==> src/rtl/inst_fetch_unit.sv <==
// Instruction fetch stage: PC, ROM address, IF/ID register, redirect/flush.
// Optional feature: define FETCH_RANGE_CHECK_EN to halt on out-of-range fetch.
module inst_fetch_unit #(
  parameter logic [31:0] RESET_PC  = 32'h0000_0000,
  parameter int unsigned ROM_DEPTH = 32,
  parameter logic [31:0] NOP_INST  = 32'h0000_0000
) (
  input  logic        clk,
  input  logic        rst,
  output logic [31:0] rom_addr,
  input  logic [31:0] rom_inst,
  input  logic        br_taken,
  input  logic [31:0] br_target,
  input  logic        id_ready,
  output logic        id_valid,
  output logic [31:0] id_inst,
  output logic [31:0] id_pc,
  output logic [31:0] id_pc4,
  output logic [31:0] fetch_cnt,
  output logic        fetch_err
);

  if (ROM_DEPTH == 0 || ROM_DEPTH > 32'h3FFF_FFFF) begin : g_bad_depth
    $error("ROM_DEPTH must be in 1 .. 2^30-1");
  end

  logic [31:0] pc_q, pc_d;
  logic        id_valid_q, id_valid_d;
  logic [31:0] id_inst_q, id_inst_d;
  logic [31:0] id_pc_q, id_pc_d;
  logic [31:0] id_pc4_q, id_pc4_d;
  logic [31:0] fetch_cnt_q, fetch_cnt_d;
  logic        stall;
  logic [31:0] pc_plus4;

  assign stall    = id_valid_q & ~id_ready;
  assign pc_plus4 = pc_q + 32'd4;

`ifdef FETCH_RANGE_CHECK_EN
  localparam logic [32:0] ROM_BYTES = 33'(ROM_DEPTH) * 33'd4;
  logic fetch_err_q, fetch_err_d;
  logic out_of_range;
  assign out_of_range = {1'b0, pc_q} >= ROM_BYTES;
`endif

  // Next-state: flush beats stall, stall beats issue.
  always_comb begin
    pc_d        = pc_q;
    id_valid_d  = id_valid_q;
    id_inst_d   = id_inst_q;
    id_pc_d     = id_pc_q;
    id_pc4_d    = id_pc4_q;
    fetch_cnt_d = fetch_cnt_q;
`ifdef FETCH_RANGE_CHECK_EN
    fetch_err_d = fetch_err_q;
`endif
    if (br_taken) begin
      pc_d       = br_target & ~32'h3;
      id_valid_d = 1'b0;
      id_inst_d  = NOP_INST;
    end else if (stall) begin
      pc_d = pc_q;
`ifdef FETCH_RANGE_CHECK_EN
    end else if (out_of_range) begin
      id_valid_d  = 1'b0;
      fetch_err_d = 1'b1;
`endif
    end else begin
      id_inst_d   = rom_inst;
      id_pc_d     = pc_q;
      id_pc4_d    = pc_plus4;
      id_valid_d  = 1'b1;
      pc_d        = pc_plus4;
      fetch_cnt_d = fetch_cnt_q + 32'd1;
    end
  end

  // State registers with synchronous reset.
  always_ff @(posedge clk) begin
    if (rst) begin
      pc_q        <= RESET_PC & ~32'h3;
      id_valid_q  <= 1'b0;
      id_inst_q   <= NOP_INST;
      id_pc_q     <= 32'h0;
      id_pc4_q    <= 32'h0;
      fetch_cnt_q <= 32'h0;
    end else begin
      pc_q        <= pc_d;
      id_valid_q  <= id_valid_d;
      id_inst_q   <= id_inst_d;
      id_pc_q     <= id_pc_d;
      id_pc4_q    <= id_pc4_d;
      fetch_cnt_q <= fetch_cnt_d;
    end
  end

`ifdef FETCH_RANGE_CHECK_EN
  // Sticky error flag, cleared only by reset.
  always_ff @(posedge clk) begin
    if (rst) fetch_err_q <= 1'b0;
    else     fetch_err_q <= fetch_err_d;
  end
  assign fetch_err = fetch_err_q;
`else
  assign fetch_err = 1'b0;
`endif

  assign rom_addr  = pc_q;
  assign id_valid  = id_valid_q;
  assign id_inst   = id_inst_q;
  assign id_pc     = id_pc_q;
  assign id_pc4    = id_pc4_q;
  assign fetch_cnt = fetch_cnt_q;

endmodule

==> config.mk <==
export PLATFORM = sky130hd
export DESIGN_NAME = inst_fetch_unit
export DESIGN_NICKNAME = d
export VERILOG_FILES = /design/src/rtl/inst_fetch_unit.sv
export SDC_FILE = /design/constraint.sdc
export NUM_CORES = 1
export LEC_CHECK = 0
export ABC_CLOCK_PERIOD_IN_PS = 3000
export CAP_MARGIN = 40
export CORE_ASPECT_RATIO = 0.5
export CORE_UTILIZATION = 46
export DETAILED_ROUTE_END_ITERATION = 6
export PLACE_DENSITY = 0.84
export SKIP_LAST_GASP = 1
export SYNTH_ARGS = -nofsm -noshare
export SYNTH_HDL_FRONTEND = slang
export SYNTH_SLANG_ARGS = --single-unit
==> constraint.sdc <==
create_clock -name clk -period 3 [get_ports clk]
set_input_delay 0.6 -clock clk [delete_from_list [all_inputs] [get_ports clk]]
set_output_delay 0.6 -clock clk [all_outputs]
set_load 0.1 [all_outputs]
==> results.cfg, run 1 <==
[status]
status = finished, final reports clean

[setup_path]
r2r_cells = 5
cp.arrival_ns = 2.79
crit_type = reg -> reg
crit_fanout = 8
critPathLaunchType = register
crit_path_end_kind = register
worstPathRequired_ns = 3.28

[routing]
first_pass_iters = 6
drc_errors = 0
vias = 7087
initialDrtViolationCount = 533
antenna_left = 0
routed_wl_um = 20400
routedWlPerCell_um = 16.2
via_per_inst = 5.65

[placed_design]
placed_area_mm2 = 0.00890
place_inst = 1223
gp_congestion = 0.898
dpl.hpwl_um = 14200
port_buffers = 220

[timing]
post-route-min-period_ns = 2.51
max_freq_ghz = 0.399
slew_violations = 0
fin_setup_tns_ns = 0
setup_viol = 0
maxSlewHeadroom = 0.495
period_share = 0.836
rsz0062_at_grt = false
hold_viol = 0
tightest_slew_ns = 0.750
finClkSkew_ns = 0.00908

[global_routing]
grt_usage = 0.247
grt-ovfl-total = 0
grt_pass1_vias = 6135
grt_max_degree = 47
grt_pass1_wl_um = 30900
antenna_found_initial = 0

[die]
die_w_um = 177
die_h_um = 89.4
die_area_mm2 = 0.0158
placementRows = 31
top_level_ports = 230
initial_utilization = 0.478
core_area_mm2 = 0.0147

[pwr]
ir_drop_uv = 452
clockPowerShare = 0.392
switching_share = 0.347
pwr-share-seq = 0.390
power.internal_w = 0.00381
share_comb_of_total_power = 0.218
power.density_mw_per_mm2 = 612
p_sw_w = 0.00202
power.leakage_nw = 3.61

[clock_tree]
cts_setup_buffers = 0
cts_hold_buf = 0
cts_tree = built
htree_levels = 4
post_cts_resized = 0
cts-root-buf = clkbuf_16
cts_buffers = 17
clkSinkCount = 155
clk_latency_ns = 0.42
clk_pin_slew_ns = 0.06
clock_path_buffers = 2

[cells_and_area]
multi_input_area_mm2 = 0.00351
antennaDiodeCount = 0
nets = 1114
area_delta_synth_final_pct = 35.6
area.sequential_mm2 = 0.00310
finalNonFillerCells = 1255
design_area_mm2 = 0.00952
drive_above_1_share = 0.213
fill_cells = 1223

[min_path]
hold_class = reg -> reg
min_path_cells = 2

[yosys]
netlist_instances = 867
synth.distinct_cells = 49
synth_area_leaders = dfxtp_1 44%, nand2_1 8.4%, a21oi_1 6.3%, a211oi_1 3.6%, nor2_1 3.5%
ys_seq_area_frac = 0.442
synth-seq-cells = 155
synth_edf_count = 0
async_flop_share = 0
synth.cell_area_mm2 = 0.00702
synth_largest_area_cell = dfxtp_1
yosys_warnings = 0
synth_area_per_cell_um2 = 8.10
ys.flop_type = dfxtp_1
netlist.area_leader.share = 0.442

[flow_run]
drv_cap = 0
flip-flops by register name (all words and copies together), names as in the netlist:
name       cells
id_pc4        30
id_valid       1
id_pc         30
id_inst       32
rom_addr      30
fetch_cnt     32
critical path, stage by stage, from the launching register on:
cell and delay (ns):
dfxtp_1 0.57, nand4_1 0.35, buf_4 0.27, nor4_1 0.61, a211oi_1 0.15, a2111oi_0 0.42
power by group through the flow:
stage                     Combinational, W  Sequential [W]  Clock [W]
final                              0.00127         0.00227    0.00228
after global routing               0.00132         0.00228    0.00241
after CTS                          0.00127         0.00227    0.00232
after detailed placement           0.00127         0.00231          0
after global placement             0.00126         0.00231          0
after floorplan                   0.000312         0.00296          0
metrics by stage:
step	utilization	hold slack [ns]	total power (W)	setup slack (ns)
6_report	0.648	0.451	0.00583	0.492
3_3_place_gp	0.605	0.439	0.00357	0.319
2_1_floorplan	-	0.740	0.00327	0.0821
5_1_grt	0.648	0.469	0.00602	0.392
3_5_place_dp	0.605	0.444	0.00358	0.286
4_1_cts	0.648	0.453	0.00586	0.564
path summary, 6_finish.rpt:
check	start	to	slack, ns
worst max-delay path	rom_addr[14]	rom_addr[27]	0.49
worst min-delay path	id_inst[5]	id_inst[5]	0.45
worst max register to register	rom_addr[14]	rom_addr[27]	0.49
worst min register to register	id_inst[5]	id_inst[5]	0.45
synthesized netlist by cell type (all sizes together), types with 7 or more instances:
master	number
clkbuf	61
nand2	157
buf	26
o31ai	25
a311oi	19
nand3	13
or4	28
nand4	22
xnor2	25
a211oi	34
nor4	23
nor3	14
o21ai	16
dfxtp	155
inv	17
nor2	66
or3	17
and4	12
xor2	7
a21oi	89
cells by family (layout without fill, tap and decap cells):
| group | Yosys count | count (layout) | synth area share |
|---|---|---|---|
| flip-flops | 155 | 155 | 0.442 |
| buffers and inverters | 104 | 288 | 0.0633 |
| AO/OA/AOI/OAI | 198 | 198 | 0.180 |
| multiplexers | 3 | 3 | 0.00481 |
| AND/OR/NAND/NOR | 372 | 372 | 0.266 |
| XOR/XNOR | 32 | 32 | 0.0399 |
| adder cells (fa/ha/maj) | 2 | 2 | 0.00356 |
| other | 1 | 7 | 0.000534 |
layer usage:
layer,GRT usage,up-vias,wire [um]
met4,0.0752,0,246
met3,0.0519,22,1230
li1,-,3456,-
met1,0.317,3380,8820
met2,0.423,229,10100
met5,0,-,0
layout by cell type (no fill, tap or decap), types with 3 or more instances in the layout:
cell type          n
a2111oi_0          5
a211oi_1          34
a21oi_1           89
a221oi_1           3
a311oi_1          19
and2_1             4
and4_1            12
buf_4            174
bufinv_16          3
clkbuf_16         17
clkdlybuf4s50_1   64
clkinvlp_4         3
conb_1             7
dfxtp_1          155
inv_1             17
inv_6              4
mux2_2             3
nand2_1          157
nand3_1           11
nand4_1           19
nor2_1            65
nor2b_1            3
nor3_1            14
nor4_1            22
o21ai_0           16
o31ai_1           25
or2_2              4
or3_1             16
or4_1             27
xnor2_1           25
xor2_1             7
layout make-up:
class | instances | share of cell area
repair buffers | 239 | 0.207
well taps | 198 | 0.0260
clock inverters | 14 | 0.0193
inverters | 17 | 0.00670
multi-input cells | 614 | 0.369
flip-flops and latches | 155 | 0.326
clock buffers | 18 | 0.0461
No activity file was read; power rests on OpenSTA's default activity.
==> run 2: changes to the inputs <==
Settings changed: ABC_CLOCK_PERIOD_IN_PS 3000 to 2500.
Clock period 3 ns to 2.5 ns, I/O delays scaled along.
==> run 2 against run 1 <==
Effect of this change: die area unchanged; via count up 1.3%; power up 15%; register-to-register slack worse by 0.20 ns; combinational power up 22%; sequential share of layout area up 0.087 points; critical path depth unchanged; wire length up 1.5%; worst setup slack worse by 0.20 ns; clock skew up 0.0039 ns; core utilization up 0.79 points; worst hold slack better by 0.0013 ns.
==> results.cfg, run 2 (same netlist as run 1, synthesis figures left out) <==
[cells_and_area]
final_cell_mix = 189 x buf_4, 157 x nand2_1, 118 x dfxtp_1
design_area_mm2 = 0.00964
nets = 1131
fill_cells = 1234
final_common_cell = buf_4
finalNonFillerCells = 1272
antennaDiodeCount = 0
drive_above_1_share = 0.257
area_delta_synth_final_pct = 37.2
fin_util = 0.655

[die]
die_h_um = 89.4
placementRows = 31
core_area_mm2 = 0.0147
die_area_mm2 = 0.0158
initial_utilization = 0.478
die_w_um = 177
top_level_ports = 230

[placed_design]
place_inst = 1240
gp_congestion = 0.900
dpl.hpwl_um = 14600
port_buffers = 220
placed_area_mm2 = 0.00909

[routing]
vias = 7179
via_per_inst = 5.64
first_pass_iters = 4
drc_errors = 0
routedWlPerCell_um = 16.3
antenna_left = 0
routed_wl_um = 20700
initialDrtViolationCount = 480

[global_routing]
use_met3 = 0.0463
grt_usage = 0.250
use_met1 = 0.326
grt-ovfl-total = 0
grt_pass1_wl_um = 31800
antenna_found_initial = 0
grt.busiest_layer = met2
gr-usage-met2 = 0.428
grt_max_degree = 90
grt_pass1_vias = 6354

[clock_tree]
clkSinkCount = 155
cts_buffers = 17
clk_pin_slew_ns = 0.07
clk_latency_ns = 0.42
cts_setup_buffers = 0
cts_hold_buf = 0
clock_path_buffers = 2
cts-root-buf = clkbuf_16
post_cts_resized = 0
cts_tree = built
htree_levels = 4

[setup_path]
r2r_start = rom_addr[2]
critPathLaunchType = register
cp.arrival_ns = 2.52
cp-startpoint = rom_addr[2]
crit_path_end_kind = register
crit_fanout = 14
worstPathRequired_ns = 2.81
crit_type = reg -> reg

[timing]
slew_violations = 0
period_share = 0.883
maxSlewHeadroom = 0.543
fin_setup_tns_ns = 0
setup_viol = 0
tightest_slew_ns = 0.680
max_freq_ghz = 0.453
post-route-min-period_ns = 2.21
whs_ns = 0.452
hold_viol = 0
rsz0062_at_grt = false
finClkSkew_ns = 0.0130

[flow_run]
drv_cap = 0

[status]
status = finished, final reports clean

[pwr]
ir_drop_uv = 490
power.leakage_nw = 3.67
power.density_mw_per_mm2 = 693

[min_path]
hold_class = reg -> reg
hold_start = id_inst[13]
-- run 2: cell count changes in the layout (fill, tap and decap cells not counted), sizes merged --
cell | before | now
bufinv | 3 | 0
clkinv | 2 | 3
inv | 23 | 22
clkbuf | 18 | 19
buf | 175 | 192
clkinvlp | 3 | 5
-- run 2: through the flow --
stage	total power [W]	setup WS, ns
6_report	0.00668	0.294
5_1_grt	0.00691	0.140
4_1_cts	0.00671	0.302
3_5_place_dp	0.00433	0.0372
3_3_place_gp	0.00431	0.108
2_1_floorplan	0.00394	-0.0170
-- run 2: cell type report --
type	count	area, um^2	share of cell area
inverter	17	63.8	0.00662
timing repair buffer	256	2120	0.220
clock buffer	19	433	0.0449
multi-input combinational	614	3510	0.364
clock inverter	13	110	0.0114
sequential	155	3150	0.327
tap	198	248	0.0257
-- run 2: worst max-delay path: stages (launching register included) --
cell and delay, ns:
dfxtp_2 0.40, ha_1 0.26, nand4_4 0.19, or3_4 0.48, or4_1 0.49, a311oi_1 0.29
-- run 2: path summary, 6_finish.rpt --
| kind | depth (start not counted) | to | slack (ns) |
|---|---|---|---|
| setup / recovery | 5 | id_pc4[26] | 0.29 |
| hold / removal | 2 | id_inst[13] | 0.45 |
| setup reg to reg | 5 | id_pc4[26] | 0.29 |
| hold reg to reg | 2 | id_inst[13] | 0.45 |
-- run 2: per-layer routing --
metal / wire length (um) / vias to the layer above / part of all wire
li1: - / 3485 / -
met1: 8970 / 3420 / 0.43
met2: 10300 / 249 / 0.50
met3: 1210 / 25 / 0.058
met4: 244 / 0 / 0.012
met5: 0 / - / 0
-- run 2: power by group --
| group | internal (W) | total, W | switching, W |
|---|---|---|---|
| Sequential | 0.00259 | 0.00273 | 0.000133 |
| Clock | 0.00129 | 0.00240 | 0.00111 |
| Combinational | 0.000369 | 0.00155 | 0.00118 |
| Total | 0.00426 | 0.00668 | 0.00242 |
==> run 3: changes to the inputs <==
Settings changed: ABC_CLOCK_PERIOD_IN_PS 2500 to 2200, SKIP_CTS_REPAIR_TIMING set to 1.
Clock period 2.5 ns to 2.2 ns, I/O delays scaled along.
==> run 3 against run 2 <==
Effect of this change: the flow now finishes with violations (DRC); count of clock-buffer cells in the layout stayed put; first-iteration DRC count is 18% higher; highest routed layer unchanged; critical path type unchanged; critical path depth stayed put; register-to-register slack worse by 0.17 ns; non-clock buffer count is 16 higher; sequential share of layout area is 0.065 points lower; power is 15% higher; largest power group unchanged; worst hold slack worse by 0.0046 ns; worst setup slack worse by 0.17 ns.
==> results.cfg, run 3 (same netlist as run 1, synthesis figures left out) <==
[status]
status = finished, violations left
failed_checks = DRC

[cells_and_area]
antennaDiodeCount = 0
final_common_cell = buf_4
nets = 1147
area_delta_synth_final_pct = 40.4
drive_above_1_share = 0.283
final_cell_mix = 204 x buf_4, 157 x nand2_1, 104 x dfxtp_1
finalNonFillerCells = 1288
fin_util = 0.671

[timing]
finClkSkew_ns = 0.0115
setup_viol = 0
post-route-min-period_ns = 2.08
tightest_slew_ns = 0.729
fin_ws_ns = 0.120
slew_violations = 0
fin_setup_tns_ns = 0
max_freq_ghz = 0.481
rsz0062_at_grt = false
maxSlewHeadroom = 0.509
hold_viol = 0
period_share = 0.945

[die]
core_area_mm2 = 0.0147
die_w_um = 177
die_h_um = 89.4
initial_utilization = 0.478
top_level_ports = 230
die_area_mm2 = 0.0158
placementRows = 31

[clock_tree]
clkSinkCount = 155
cts_buffers = 17
cts_tree = built
clk_latency_ns = 0.42
htree_levels = 4
clock_path_buffers = 2
clk_pin_slew_ns = 0.07
cts-root-buf = clkbuf_16

[setup_path]
crit_type = reg -> reg
cpPeakStageDelay_ns = 0.50
crit_fanout = 14
cp_num_buf_inv = 0
crit_path_end_kind = register
slowest_stage = or4_1
cp_top_family = simple AND/OR/NAND/NOR gates
path_cells = ha_4, nand4_4, or3_4, or4_1, a311oi_1
critPathLaunchType = register
cp.arrival_ns = 2.41
worstPathRequired_ns = 2.53

[global_routing]
grt-ovfl-total = 0
grt_pass1_wl_um = 32100
antenna_found_initial = 0
grt_usage = 0.256
grt_pass1_vias = 6418
grt_max_degree = 60

[routing]
initialDrtViolationCount = 565
drc_errors = 1
first_pass_iters = 7
via_per_inst = 5.56
vias = 7166
antenna_left = 0
routed_wl_um = 21000
routedWlPerCell_um = 16.3

[min_path]
hold_class = in -> reg

[pwr]
pwr-share-seq = 0.401
p_sw_w = 0.00279
switching_share = 0.362
share_comb_of_total_power = 0.232
power.density_mw_per_mm2 = 780
clockPowerShare = 0.367
power.leakage_nw = 3.78
power.internal_w = 0.00491
ir_drop_uv = 553

[placed_design]
place_ws_ns = -0.161
place_inst = 1256
dpl.hpwl_um = 14800
gp_congestion = 0.895
port_buffers = 220

[flow_run]
drv_cap = 0
==> run 3: cell count changes in the layout (fill, tap and decap cells not counted), sizes merged <==
cell / previous run / this run
buf: 192 / 208
inv: 22 / 26
clkinvlp: 5 / 2
clkinv: 3 / 2
==> run 3: layout make-up <==
class                           count  area (um^2)
Inverter                           17         63.8
Clock inverter                     13          103
Clock buffer                       19          454
Sequential cell                   155         3220
Multi-Input combinational cell    614         3520
Timing Repair Buffer              272         2250
Fill cell                        1177         4840
Tap cell                          198          248
==> run 3: per-layer routing <==
layer  global-route usage  vias to the layer above  routed length, um
met1                0.331                     3398               9370
met3               0.0451                       23               1070
met5                    0                        -                  0
met4               0.0745                        0                227
li1                     -                     3514                  -
met2                0.442                      231              10300
==> run 3: worst paths after layout <==
check,start,end,slack [ns],cells past startpoint
max,rom_addr[2],id_pc4[26],0.12,5
min,rst,fetch_cnt[5],0.45,2
max reg2reg,rom_addr[2],id_pc4[26],0.12,5
min reg2reg,id_inst[0],id_inst[0],0.45,2
==> run 3: through the flow <==
step	instance area, um^2	power [W]	hold slack (ns)
6_report	9860	0.00770	0.448
5_1_grt	9860	0.00794	0.461
4_1_cts	9860	0.00772	0.432
3_5_place_dp	9310	0.00493	0.445
3_3_place_gp	9310	0.00490	0.439
2_1_floorplan	7170	0.00447	0.574
==> run 3: power by group through the flow <==
stage          Clock [W]  Combinational, W  Sequential, W
3_3_place_gp           0           0.00176        0.00314
4_1_cts          0.00285           0.00178        0.00309
5_1_grt          0.00298           0.00186        0.00310
3_5_place_dp           0           0.00178        0.00315
6_report         0.00283           0.00178        0.00309
2_1_floorplan          0          0.000426        0.00404
